## src/rtl/bk_add_sched.sv

```systemverilog
// Round-robin scheduler sharing one Brent-Kung adder slice between two requesters.
// W-bit add/sub ops are sequenced as W/CHUNK beats, LSB chunk first, carry registered between beats.

module brent_kung_adder #(
  parameter int unsigned N = 32
) (
  input  logic [N-1:0] a,
  input  logic [N-1:0] b,
  input  logic         cin,
  output logic [N-1:0] sum,
  output logic         cout
);

  logic [N-1:0] p_bit;
  logic [N-1:0] g_pre;
  logic [N-1:0] p_pre;

  // Parallel-prefix carry tree: up-sweep builds power-of-two spans, down-sweep fills the gaps.
  always_comb begin
    p_bit    = a ^ b;
    g_pre    = a & b;
    g_pre[0] = g_pre[0] | (p_bit[0] & cin);
    p_pre    = p_bit;
    for (int unsigned d = 1; d < N; d = d * 2) begin
      for (int unsigned i = 2 * d - 1; i < N; i = i + 2 * d) begin
        g_pre[i] = g_pre[i] | (p_pre[i] & g_pre[i-d]);
        p_pre[i] = p_pre[i] & p_pre[i-d];
      end
    end
    for (int unsigned d = N / 4; d >= 1; d = d / 2) begin
      for (int unsigned i = 3 * d - 1; i < N; i = i + 2 * d) begin
        g_pre[i] = g_pre[i] | (p_pre[i] & g_pre[i-d]);
        p_pre[i] = p_pre[i] & p_pre[i-d];
      end
    end
    sum  = p_bit ^ {g_pre[N-2:0], cin};
    cout = g_pre[N-1];
  end

endmodule

module bk_add_sched #(
  parameter int unsigned W     = 128,
  parameter int unsigned CHUNK = 32
) (
  input  logic         clk,
  input  logic         rst,
  input  logic         req0_valid,
  output logic         req0_ready,
  input  logic [W-1:0] req0_a,
  input  logic [W-1:0] req0_b,
  input  logic         req0_cin,
  input  logic         req0_sub,
  input  logic         req1_valid,
  output logic         req1_ready,
  input  logic [W-1:0] req1_a,
  input  logic [W-1:0] req1_b,
  input  logic         req1_cin,
  input  logic         req1_sub,
  output logic         rsp_valid,
  input  logic         rsp_ready,
  output logic [W-1:0] rsp_sum,
  output logic         rsp_cout,
  output logic         rsp_id,
  output logic         busy
);

  localparam int unsigned BEATS = W / CHUNK;
  localparam int unsigned BW    = (BEATS > 1) ? $clog2(BEATS) : 1;

  if (((W % CHUNK) != 0) || (BEATS < 2) ||
      !((CHUNK == 8) || (CHUNK == 16) || (CHUNK == 32) || (CHUNK == 64))) begin : g_bad_params
    $error("bk_add_sched: W must be a multiple of CHUNK, CHUNK in {8,16,32,64}, W/CHUNK >= 2");
  end

  typedef enum logic [1:0] {
    ST_IDLE,
    ST_RUN,
    ST_DONE
  } state_t;

  state_t         state_q, state_d;
  logic [BW-1:0]  beat_q, beat_d;
  logic           carry_q, carry_d;
  logic           last_grant_q, last_grant_d;
  logic           rsp_id_q, rsp_id_d;
  logic [W-1:0]   a_q, a_d;
  logic [W-1:0]   b_q, b_d;
  logic [W-1:0]   rsp_sum_q, rsp_sum_d;
  logic           rsp_cout_q, rsp_cout_d;
  logic           rsp_valid_q, rsp_valid_d;

  logic             grant_c;
  logic [W-1:0]     sel_a, sel_b;
  logic             sel_cin, sel_sub;
  logic [CHUNK-1:0] add_a, add_b, add_sum;
  logic             add_cout;

  // Arbitration and request mux; readies only in IDLE and never during reset.
  always_comb begin
    grant_c    = (req0_valid & req1_valid) ? ~last_grant_q : req1_valid;
    req0_ready = (state_q == ST_IDLE) & ~rst & req0_valid & ~grant_c;
    req1_ready = (state_q == ST_IDLE) & ~rst & req1_valid & grant_c;
    sel_a      = grant_c ? req1_a   : req0_a;
    sel_b      = grant_c ? req1_b   : req0_b;
    sel_cin    = grant_c ? req1_cin : req0_cin;
    sel_sub    = grant_c ? req1_sub : req0_sub;
  end

  always_comb begin
    add_a = CHUNK'(a_q >> (beat_q * CHUNK));
    add_b = CHUNK'(b_q >> (beat_q * CHUNK));
  end

  brent_kung_adder #(
    .N (CHUNK)
  ) u_adder (
    .a    (add_a),
    .b    (add_b),
    .cin  (carry_q),
    .sum  (add_sum),
    .cout (add_cout)
  );

  // Next-state and datapath updates.
  always_comb begin
    state_d      = state_q;
    beat_d       = beat_q;
    carry_d      = carry_q;
    last_grant_d = last_grant_q;
    rsp_id_d     = rsp_id_q;
    a_d          = a_q;
    b_d          = b_q;
    rsp_sum_d    = rsp_sum_q;
    rsp_cout_d   = rsp_cout_q;
    rsp_valid_d  = rsp_valid_q;
    case (state_q)
      ST_IDLE: begin
        if (req0_ready | req1_ready) begin
          a_d          = sel_a;
          b_d          = sel_sub ? ~sel_b : sel_b;
          carry_d      = sel_sub ? 1'b1 : sel_cin;
          last_grant_d = grant_c;
          rsp_id_d     = grant_c;
          beat_d       = '0;
          state_d      = ST_RUN;
        end
      end
      ST_RUN: begin
        rsp_sum_d[beat_q*CHUNK +: CHUNK] = add_sum;
        carry_d = add_cout;
        beat_d  = beat_q + BW'(1);
        if (beat_q == BW'(BEATS - 1)) begin
          rsp_cout_d  = add_cout;
          rsp_valid_d = 1'b1;
          beat_d      = '0;
          state_d     = ST_DONE;
        end
      end
      ST_DONE: begin
        if (rsp_valid_q & rsp_ready) begin
          rsp_valid_d = 1'b0;
          state_d     = ST_IDLE;
        end
      end
      default: state_d = ST_IDLE;
    endcase
  end

  always_ff @(posedge clk) begin
    if (rst) begin
      state_q      <= ST_IDLE;
      beat_q       <= '0;
      carry_q      <= 1'b0;
      last_grant_q <= 1'b1;
      rsp_id_q     <= 1'b0;
      a_q          <= '0;
      b_q          <= '0;
      rsp_sum_q    <= '0;
      rsp_cout_q   <= 1'b0;
      rsp_valid_q  <= 1'b0;
    end else begin
      state_q      <= state_d;
      beat_q       <= beat_d;
      carry_q      <= carry_d;
      last_grant_q <= last_grant_d;
      rsp_id_q     <= rsp_id_d;
      a_q          <= a_d;
      b_q          <= b_d;
      rsp_sum_q    <= rsp_sum_d;
      rsp_cout_q   <= rsp_cout_d;
      rsp_valid_q  <= rsp_valid_d;
    end
  end

  assign rsp_valid = rsp_valid_q;
  assign rsp_sum   = rsp_sum_q;
  assign rsp_cout  = rsp_cout_q;
  assign rsp_id    = rsp_id_q;
  assign busy      = (state_q != ST_IDLE);

endmodule

```

## config.mk

```make
export PLATFORM = sky130hd
export DESIGN_NAME = bk_add_sched
export DESIGN_NICKNAME = d
export VERILOG_FILES = /design/src/rtl/bk_add_sched.sv
export SDC_FILE = /design/constraint.sdc
export NUM_CORES = 1
export LEC_CHECK = 0
export CORE_ASPECT_RATIO = 0.7
export CORE_MARGIN = 1.5
export CORE_UTILIZATION = 40
export CTS_BUF_LIST = sky130_fd_sc_hd__clkbuf_8
export CTS_CLUSTER_DIAMETER = 40
export CTS_CLUSTER_SIZE = 20
export DETAILED_ROUTE_END_ITERATION = 7
export HOLD_SLACK_MARGIN = 0.1
export MAX_ROUTING_LAYER = met4
export PLACE_DENSITY_LB_ADDON = 0.3
export SKIP_CTS_REPAIR_TIMING = 1
export SYNTH_ARGS = -nofsm -noshare
export SYNTH_HDL_FRONTEND = slang
export SYNTH_HIERARCHICAL = 1
export SYNTH_SLANG_ARGS = --single-unit
```

## constraint.sdc

```tcl
create_clock -name clk -period 10 [get_ports clk]
set_clock_uncertainty 0.1 [all_clocks]
set_input_delay 1.5 -clock clk [delete_from_list [all_inputs] [get_ports clk]]
set_output_delay 1.5 -clock clk [all_outputs]
set_load 0.02 [all_outputs]
```

==> results of run 1 <==
[cell usage after synthesis, types with 7 or more instances]
master | instances | share of area
nand3_1 | 33 | 0.0073
dfxtp_1 | 393 | 0.35
buf_4 | 7 | 0.0023
o21ai_0 | 10 | 0.0022
nand2_1 | 51 | 0.0084
a32oi_1 | 96 | 0.037
mux2i_1 | 513 | 0.23
clkbuf_1 | 57 | 0.0094
xor2_1 | 266 | 0.10
nand2b_1 | 257 | 0.071
nor2_1 | 104 | 0.017
inv_1 | 27 | 0.0045
fa_1 | 17 | 0.015
buf_2 | 95 | 0.021
a21oi_1 | 51 | 0.011
buf_6 | 24 | 0.012
mux4_2 | 64 | 0.063
ha_1 | 36 | 0.020
[power by group through the flow]
stage / Combinational, mW / Clock [mW] / Sequential (mW)
after floorplan: 0.653 / 0 / 1.79
after global placement: 1.13 / 0 / 1.81
after detailed placement: 1.15 / 0 / 1.81
after CTS: 1.16 / 1.46 / 1.78
after global routing: 1.23 / 1.52 / 1.79
final: 1.15 / 1.43 / 1.78
[sequential cells by signal, indices dropped and copies added, names as in the netlist]
signal	count
rsp_valid	1
a_q	128
b_q	128
state_q	2
beat_q	2
rsp_sum	128
carry_q	1
rsp_cout	1
last_grant_q	1
rsp_id	1
[layout make-up]
type / instances / share of cell area
Tap cell: 740 / 0.03025
Clock buffer: 50 / 0.02248
Multi-Input combinational cell: 1559 / 0.4489
Timing Repair Buffer: 678 / 0.2208
Sequential cell: 393 / 0.2573
Antenna cell: 2 / 0.0001635
Inverter: 28 / 0.003433
Clock inverter: 37 / 0.01672
[worst reg2reg max path, cell delays in order (launching register included)]
cell and delay, ns:
dfxtp_4 0.93, buf_4 0.75, mux4_2 0.74, ha_1 0.37
a21oi_1 0.24, o21ai_0 0.14, a21oi_1 0.39, a21o_1 0.20
nand3_1 0.10, a41o_1 0.28, fa_1 0.38, xor2_1 0.45
nand3_1 0.14, a21oi_1 0.18
[cell families after synthesis]
| family | synth area share |
|---|---|
| AOI/OAI and AO/OA | 0.06163 |
| xor gates and xnor gates | 0.1043 |
| adders and majority gates | 0.03474 |
| buffers and inverters | 0.05140 |
| DFF | 0.3457 |
| muxes | 0.2889 |
| and+or+nand+nor | 0.1133 |
[worst max-delay path by stage]
stage                          start          end  slack (ns)  cells past startpoint
final                      beat_q[0]  rsp_sum[87]        4.54                     13
after floorplan           req1_valid   req1_ready        5.84                      5
after global placement    req0_valid   req0_ready        4.60                      4
after detailed placement  req0_valid      b_q[44]        4.49                      6
after CTS                  beat_q[0]  rsp_sum[87]        4.50                     13
after global routing       beat_q[0]  rsp_sum[85]        4.18                     13
[metal layers]
metal,routed length [um],track usage
met1,34970,0.3555
met3,4639,0.03843
met4,1599,0.05834
met5,0,-
met2,37470,0.4388
[stage by stage]
step	cell area, sq um	hold slack [ns]	cells	power (mW)
2_1_floorplan	22760	0.3487	2171	2.439
3_3_place_gp	29410	0.3380	3398	2.940
3_5_place_dp	29410	0.3479	3398	2.964
4_1_cts	30610	0.3600	3485	4.391
5_1_grt	30610	0.3717	3487	4.547
6_report	30610	0.3559	3487	4.361
[layout by cell type, fill, tap and decap left out, types with 3 or more instances in the layout]
| master | n |
|---|---|
| dfxtp_1 | 391 |
| a32oi_1 | 96 |
| buf_4 | 22 |
| clkbuf_8 | 50 |
| clkdlybuf4s50_1 | 651 |
| nand3_1 | 33 |
| clkinvlp_4 | 6 |
| o21a_1 | 4 |
| xnor2_1 | 5 |
| nor2b_1 | 5 |
| inv_8 | 3 |
| clkinv_4 | 3 |
| fa_1 | 17 |
| ha_1 | 36 |
| nand3b_1 | 5 |
| clkinv_2 | 3 |
| mux2i_1 | 513 |
| nand2_1 | 51 |
| a21oi_1 | 51 |
| xor2_1 | 266 |
| o21ai_0 | 10 |
| inv_1 | 30 |
| nor2_1 | 104 |
| and3b_1 | 5 |
| nand2b_1 | 257 |
| a21o_1 | 5 |
| bufinv_16 | 9 |
| inv_6 | 7 |
| clkinv_8 | 3 |
| mux4_2 | 64 |
==> metrics.md, run 1 <==
| Metric | Value |
|---|---|
| Die Area | 58,360 sq um |
| Unrepaired setup endpoints after global routing | false |
| Worst path arrival time | 5.90 ns |
| Worst setup margin | 4.540 ns |
| Area Growth Syn to Fin | 34.50% |
| EDFF count, synth | 0 |
| Comb power frac | 0.265 |
| CP Capture Type | flip-flop |
| R2R depth | 13 |
| Global placement routability congestion | 0.9223 |
| Starting DRC count in detailed routing | 1,159 |
| Internal | 2.979 mW |
| Period utilisation layout | 0.5460 |
| RR Startpoint | beat_q[0] |
| Detail Route Antenna Nets | 0 |
| Core footprint | 55,760 sq um |
| Syn nets | 2,745 |
| IO Count | 655 |
| First-pass GRT wire length | 116.1 mm |
| Multi-input logic area | 13,740 sq um |
| CP startpoint kind | flip-flop |
| Nets | 3,281 |
| Max-Cap Viols | 0 |
| Power Density | 142.5 nW/um^2 |
| Net switching power | 1.382 mW |
| R2r endpoint | rsp_sum[87] |
| Register clock-pin slew on the reported worst setup and hold paths | 0.10 ns |
| Avg Cell Area, Syn | 10.48 sq um |
| WL/cell | 22.56 um |
| Endpoints failing hold | 0 |
| Height of the die | 202.6 um |
| Register Area | 7875 sq um |
| Cell count after synthesis | 2,171 |
| Vias | 18,350 |
| Gr usage total | 0.2696 |
| # H-tree levels | 2 |
| Worst relative slew slack | 0.2119 |
| CTS max path bufs | 3 |
| Buf+Inv Stages, Crit Path | 1 |
| Mean number of vias per cell | 5.263 |
| Seq pwr share | 0.407 |
| Synth unique cells | 53 |
| Ratio of cells with drive above 1 in the final layout | 0.06812 |
| Slew at the pin closest to its max-slew limit | 1.182 ns |
| DP HPWL | 59.30 mm |
| Initial antenna violation count | 2 |
| Reg-to-reg setup timing slack | 4.54 ns |
| Setup TNS | 0 ns |
| Max-slew violation count | 0 |
| Slowest cell on the critical path | dfxtp_4 |
| Setup CP Type | flip-flop to flip-flop |
| Ys Warns | 6 |
| Clk_lat worst skew | 0.63 ns |
| Synth Cell Area | 22,760 sq um |
| Fin util | 0.5489 |
| Main synth FF type | dfxtp_1 |
| Clock power frac | 0.328 |
| Drt total wl | 78.67 mm |
| Status | completed |
| Achievable frequency | 0.1831 GHz |
| Slowest cell delay on critical path | 0.93 ns |
| Die X | 288.1 um |
| CTS root buf | clkbuf_8 |
| Synthesized flop and latch total | 393 |
| Data required time of the critical path | 10.44 ns |
| CTS Buf Count | 47 |
| Largest net degree at the start of global routing | 176 |
| VDD IR max | 0.08815 mV |
| Seq/Total Area, Yosys | 0.3457 |
| Crit path time final | 5.460 ns |
| Maximum fanout along the worst path | 42 |
| Drt pass-1 iters | 7 |
| Fillers | 4,840 |
| Min-Delay Startpoint | rsp_sum[83] |
| I/O Buffers | 654 |
| Setup violators final | 0 |
| Ys async rst share | 0 |
| Vias in the first global route | 18,580 |
| Total global routing overflow | 0 |
| Hold depth | 2 |
| Rows | 72 |
| Min-delay worst type | flip-flop to flip-flop |
| Sw Ratio | 0.3169 |
| Cell mode on critical path | a21oi_1 |
| Cell Chain, Critical Path | buf_4 > mux4_2 > ha_1 > a21oi_1 > o21ai_0 > a21oi_1 > a21o_1 > nand3_1 > a41o_1 > fa_1 > xor2_1 > nand3_1 > a21oi_1 |
| TritonCTS clock tree | yes |
| WHS Endpoint | rsp_sum[83] |
| Setup Slack @ Placement | 4.495 ns |
| Pleak | 13.71 nW |
| CTS sink cnt | 393 |
| # DRC | 0 |
| Initial Util | 0.4081 |
| CP top delay family | compound AO/OA/AOI/OAI gates |
(Power assumes the default switching activity.)
==> run 2: changes to the inputs <==
Clock period 10 ns to 4.5 ns, I/O delays scaled along.
==> metrics.md, run 2 (synthesis gave the netlist of run 1 again) <==
| Metric | Value |
|---|---|
| Status | completed |
| CP startpoint kind | flip-flop |
| Setup CP Type | flip-flop to flip-flop |
| Die X | 288.1 um |
| Post-DP Area | 29,600 sq um |
| Net switching power | 3.198 mW |
| DP HPWL | 63.06 mm |
| Mean number of vias per cell | 5.276 |
| Worst hold slack | 0.3596 ns |
| Achievable frequency | 0.2347 GHz |
| Min-Delay Startpoint | rsp_sum[89] |
| Max-Cap Viols | 0 |
| CTS max path bufs | 3 |
| # DRC | 0 |
| VDD IR max | 0.1768 mV |
| Drt total wl | 81.90 mm |
| Crit path time final | 4.261 ns |
| Seq pwr share | 0.424 |
| Sw Ratio | 0.3421 |
| Gr usage total | 0.2792 |
| Internal | 6.151 mW |
| RR Startpoint | beat_q[1] |
| Period utilisation layout | 0.9470 |
| Power Density | 305.1 nW/um^2 |
| Setup TNS | 0 ns |
| Detail Route Antenna Nets | 0 |
| Clock power frac | 0.294 |
| I/O Buffers | 654 |
| Setup violators final | 0 |
| Initial antenna violation count | 5 |
| Design area | 30,640 sq um |
| Reg-to-reg setup timing slack | 0.24 ns |
| R2r endpoint | rsp_sum[87] |
| First-pass GRT wire length | 118.9 mm |
| IO Count | 655 |
| Inst Count DP | 3,411 |
| Worst path arrival time | 4.72 ns |
| Global placement routability congestion | 0.9225 |
| Commonest non-fill, non-tap cell in the layout | clkdlybuf4s50_1 |
| Die Area | 58,360 sq um |
| Register Area | 7875 sq um |
| Maximum fanout along the worst path | 18 |
| Multi-input logic area | 13,750 sq um |
| Hold depth | 2 |
| Initial Util | 0.4081 |
| Nets | 3,291 |
| Pleak | 13.71 nW |
| Vias | 18,450 |
| CP Capture Type | flip-flop |
| Post-layout power | 9.349 mW |
| Largest net degree at the start of global routing | 145 |
| Min-delay worst type | flip-flop to flip-flop |
| Total global routing overflow | 0 |
| Comb power frac | 0.282 |
| R2R depth | 13 |
| WL/cell | 23.41 um |
| # H-tree levels | 2 |
| Fin util | 0.5495 |
| Unrepaired setup endpoints after global routing | false |
| Ratio of cells with drive above 1 in the final layout | 0.07228 |
| Endpoints failing hold | 0 |
| CTS root buf | clkbuf_8 |
| Layout Cells excl Fill | 3,498 |
| Setup Slack @ Placement | 0.3090 ns |
| Worst relative slew slack | 0.2329 |
| Rows | 72 |
| CTS sink cnt | 393 |
| Vias in the first global route | 18,230 |
| Fillers | 4,844 |
| Starting DRC count in detailed routing | 1,286 |
| Core footprint | 55,760 sq um |
| Worst setup margin | 0.2386 ns |
| Max-slew violation count | 0 |
| Clk_lat worst skew | 0.63 ns |
| Slew at the pin closest to its max-slew limit | 1.151 ns |
| CTS Buf Count | 44 |
| Height of the die | 202.6 um |
| WHS Endpoint | rsp_sum[89] |
| Register clock-pin slew on the reported worst setup and hold paths | 0.11 ns |
| Area Growth Syn to Fin | 34.63% |
| Most frequent cells in the layout | clkdlybuf4s50_1 (651), mux2i_1 (513), dfxtp_1 (391), xor2_1 (265), nand2b_1 (257) |
| Drt pass-1 iters | 5 |
| TritonCTS clock tree | yes |
| Data required time of the critical path | 4.96 ns |
-- run 2: metal layers --
layer | GRT usage | part of all wire | up-vias
li1 | - | - | 8692
met1 | 0.3802 | 0.46 | 8991
met2 | 0.4406 | 0.47 | 690
met3 | 0.04090 | 0.059 | 81
met4 | 0.05684 | 0.018 | 0
met5 | - | 0 | -
-- run 2: layout make-up --
class                   count  share of cell area
inverters                  28            0.003430
flip-flops and latches    393              0.2570
well taps                 740             0.03022
clock buffers              48             0.02156
multi-input cells        1559              0.4487
diodes                      5           0.0004083
repair buffers            691              0.2270
clock inverters            34             0.01168
-- run 2: how the worst max path moves through the flow --
| stage | startpoint | end | slack (ns) | cells past startpoint |
|---|---|---|---|---|
| global route | beat_q[0] | rsp_sum[87] | 0.04 | 13 |
| CTS | beat_q[1] | rsp_sum[91] | 0.30 | 13 |
| detailed placement | beat_q[0] | rsp_sum[91] | 0.31 | 13 |
| global placement | beat_q[0] | rsp_sum[59] | 0.32 | 13 |
| finish | beat_q[1] | rsp_sum[87] | 0.24 | 13 |
| floorplan | beat_q[0] | rsp_sum[87] | 0.36 | 18 |
-- run 2: power groups by stage --
| stage | Combinational, mW | Clock [mW] | Sequential, mW |
|---|---|---|---|
| after floorplan | 1.45 | 0 | 3.97 |
| after global placement | 2.58 | 0 | 4.03 |
| after detailed placement | 2.63 | 0 | 4.04 |
| after CTS | 2.64 | 2.80 | 3.96 |
| after global routing | 2.81 | 2.95 | 3.99 |
| final | 2.64 | 2.75 | 3.97 |
-- run 2: critical path: stages (launching register included) --
cell and delay (ns):
dfxtp_4 0.56, buf_4 0.36, mux4_2 0.37, ha_1 0.35, a21oi_1 0.23, o21ai_0 0.15, a21oi_1 0.39, a21o_1 0.20
nand3_1 0.10, a41o_1 0.28, fa_1 0.38, xor2_1 0.40, nand3_1 0.12, a21oi_1 0.18
==> run 3: changes to the inputs <==
Settings changed: CORE_AREA set to 2 2 257 259, CORE_ASPECT_RATIO 0.7 to unset, CORE_MARGIN 1.5 to unset, CORE_UTILIZATION 40 to unset, DIE_AREA set to 0 0 259 261.
==> metrics.md, run 3 (synthesis gave the netlist of run 1 again) <==
| Metric | Value |
|---|---|
| Worst path arrival time | 4.67 ns |
| Slew at the pin closest to its max-slew limit | 0.9352 ns |
| Setup violators final | 0 |
| Met1 usage | 0.3104 |
| CTS max path bufs | 3 |
| CP top delay family | compound AO/OA/AOI/OAI gates |
| First-pass GRT wire length | 121.8 mm |
| Worst relative slew slack | 0.3765 |
| # DRC | 0 |
| Largest net degree at the start of global routing | 209 |
| IO Count | 655 |
| Maximum fanout along the worst path | 31 |
| Clk_lat worst skew | 0.66 ns |
| M3 GR Usage | 0.05372 |
| Sw Ratio | 0.3245 |
| Core footprint | 65,040 sq um |
| Power Density | 325.7 nW/um^2 |
| Period utilisation layout | 0.9335 |
| CTS sink cnt | 393 |
| Worst hold slack | 0.3529 ns |
| Starting DRC count in detailed routing | 1,179 |
| Max-Cap Viols | 0 |
| Cell mode on critical path | a21oi_1 |
| Achievable frequency | 0.2381 GHz |
| I/O Buffers | 654 |
| Height of the die | 261 um |
| Vias | 18,450 |
| Hold depth | 2 |
| Slowest cell delay on critical path | 0.64 ns |
| CP startpoint kind | flip-flop |
| Status | completed |
| Die X | 259 um |
| Post-layout power | 10.24 mW |
| Setup CP Type | flip-flop to flip-flop |
| Cell Chain, Critical Path | buf_12 > mux4_2 > ha_1 > a21oi_1 > o21ai_0 > a21oi_1 > buf_4 > a21o_1 > nand3_1 > a41o_1 > fa_1 > xor2_1 > a32oi_1 > nor2_1 |
| Nets | 3,327 |
| Fillers | 5,873 |
| TritonCTS clock tree | yes |
| # H-tree levels | 3 |
| Drt total wl | 84.39 mm |
| Pleak | 14.05 nW |
| Met2 Use GR | 0.4008 |
| VDD IR max | 0.1809 mV |
| Drt pass-1 iters | 5 |
| Mean number of vias per cell | 5.017 |
| Initial Util | 0.3499 |
| Endpoints failing hold | 0 |
| CP Capture Type | flip-flop |
| Net switching power | 3.323 mW |
| WL/cell | 22.95 um |
| Die Area | 67,600 sq um |
| CP Depth | 14 |
| Area Growth Syn to Fin | 38.13% |
| Total global routing overflow | 0 |
| Top Usage Layer GRT | met2 |
| Most frequent cells in the layout | clkdlybuf4s50_1 (651), mux2i_1 (513), dfxtp_1 (391), xor2_1 (266), nand2b_1 (257) |
| Setup TNS | 0 ns |
| Comb power frac | 0.259 |
| Rows | 94 |
| Slowest cell on the critical path | mux4_2 |
| Commonest non-fill, non-tap cell in the layout | clkdlybuf4s50_1 |
| Initial antenna violation count | 4 |
| CTS root buf | clkbuf_8 |
| Clock power frac | 0.355 |
| Min-delay worst type | flip-flop to flip-flop |
| Unrepaired setup endpoints after global routing | false |
| Buf+Inv Stages, Crit Path | 2 |
| Vias in the first global route | 18,800 |
| CTS Buf Count | 68 |
| Crit path time final | 4.201 ns |
| Detail Route Antenna Nets | 0 |
| Seq pwr share | 0.386 |
| Register clock-pin slew on the reported worst setup and hold paths | 0.08 ns |
| R2R depth | 14 |
| Global placement routability congestion | 0.9413 |
| Ratio of cells with drive above 1 in the final layout | 0.09007 |
| DP HPWL | 64.71 mm |
| Data required time of the critical path | 4.97 ns |
| Internal | 6.918 mW |
| Max-slew violation count | 0 |
| Gr usage total | 0.2503 |
-- run 3: cell count changes in the layout (fill, tap and decap cells not counted), sizes merged --
cell	before	now
buf	40	52
bufinv	0	3
clkinv	11	18
clkinvlp	5	10
diode	5	4
clkbuf	48	78
inv	46	45
-- run 3: power groups by stage --
| stage | Sequential [mW] | Combinational, mW | Clock [mW] |
|---|---|---|---|
| final | 3.95 | 2.65 | 3.64 |
| after global placement | 4.03 | 2.61 | 0 |
| after CTS | 3.95 | 2.67 | 3.74 |
| after floorplan | 3.97 | 1.45 | 0 |
| after detailed placement | 4.03 | 2.66 | 0 |
| after global routing | 3.98 | 2.84 | 3.90 |
-- run 3: per-layer routing --
metal | vias to the layer above | routed length (um)
li1 | 8789 | -
met1 | 8841 | 36370
met2 | 715 | 39830
met3 | 101 | 5532
met4 | 0 | 2667
met5 | - | 0
-- run 3: final cells by class --
| type | count | area (sq um) | area share |
|---|---|---|---|
| clock inverter | 48 | 462.9 | 0.01473 |
| clock buffer | 78 | 1074 | 0.03415 |
| timing repair buffer | 703 | 7084 | 0.2253 |
| antenna | 4 | 10.01 | 0.0003184 |
| multi-input combinational | 1559 | 13750 | 0.4372 |
| tap | 864 | 1081 | 0.03439 |
| inverter | 28 | 105.1 | 0.003343 |
| sequential | 393 | 7875 | 0.2505 |
-- run 3: final timing paths --
check	from	endpoint	slack [ns]
setup / recovery	beat_q[0]	rsp_sum[119]	0.30
hold / removal	rsp_sum[67]	rsp_sum[67]	0.35
setup reg to reg	beat_q[0]	rsp_sum[119]	0.30
hold reg to reg	rsp_sum[67]	rsp_sum[67]	0.35
-- run 3: tightest hold or removal path: cells and delay by family, from the launching register on --
family             cells  cell delay (ns)
DFF                    1             0.31
AOI/OAI and AO/OA      1             0.05
and+or+nand+nor        1             0.05
-- run 3: metrics by stage --
step / utilization / cells / cell area (sq um) / setup WS [ns]
final: 0.4834 / 3677 / 31440 / 0.2993
after global routing: 0.4834 / 3677 / 31440 / 0.08537
after CTS: 0.4831 / 3673 / 31420 / 0.2637
after detailed placement: 0.4595 / 3547 / 29890 / 0.2777
after global placement: 0.4595 / 3547 / 29890 / 0.3331
after floorplan: - / 2171 / 22760 / 0.3564
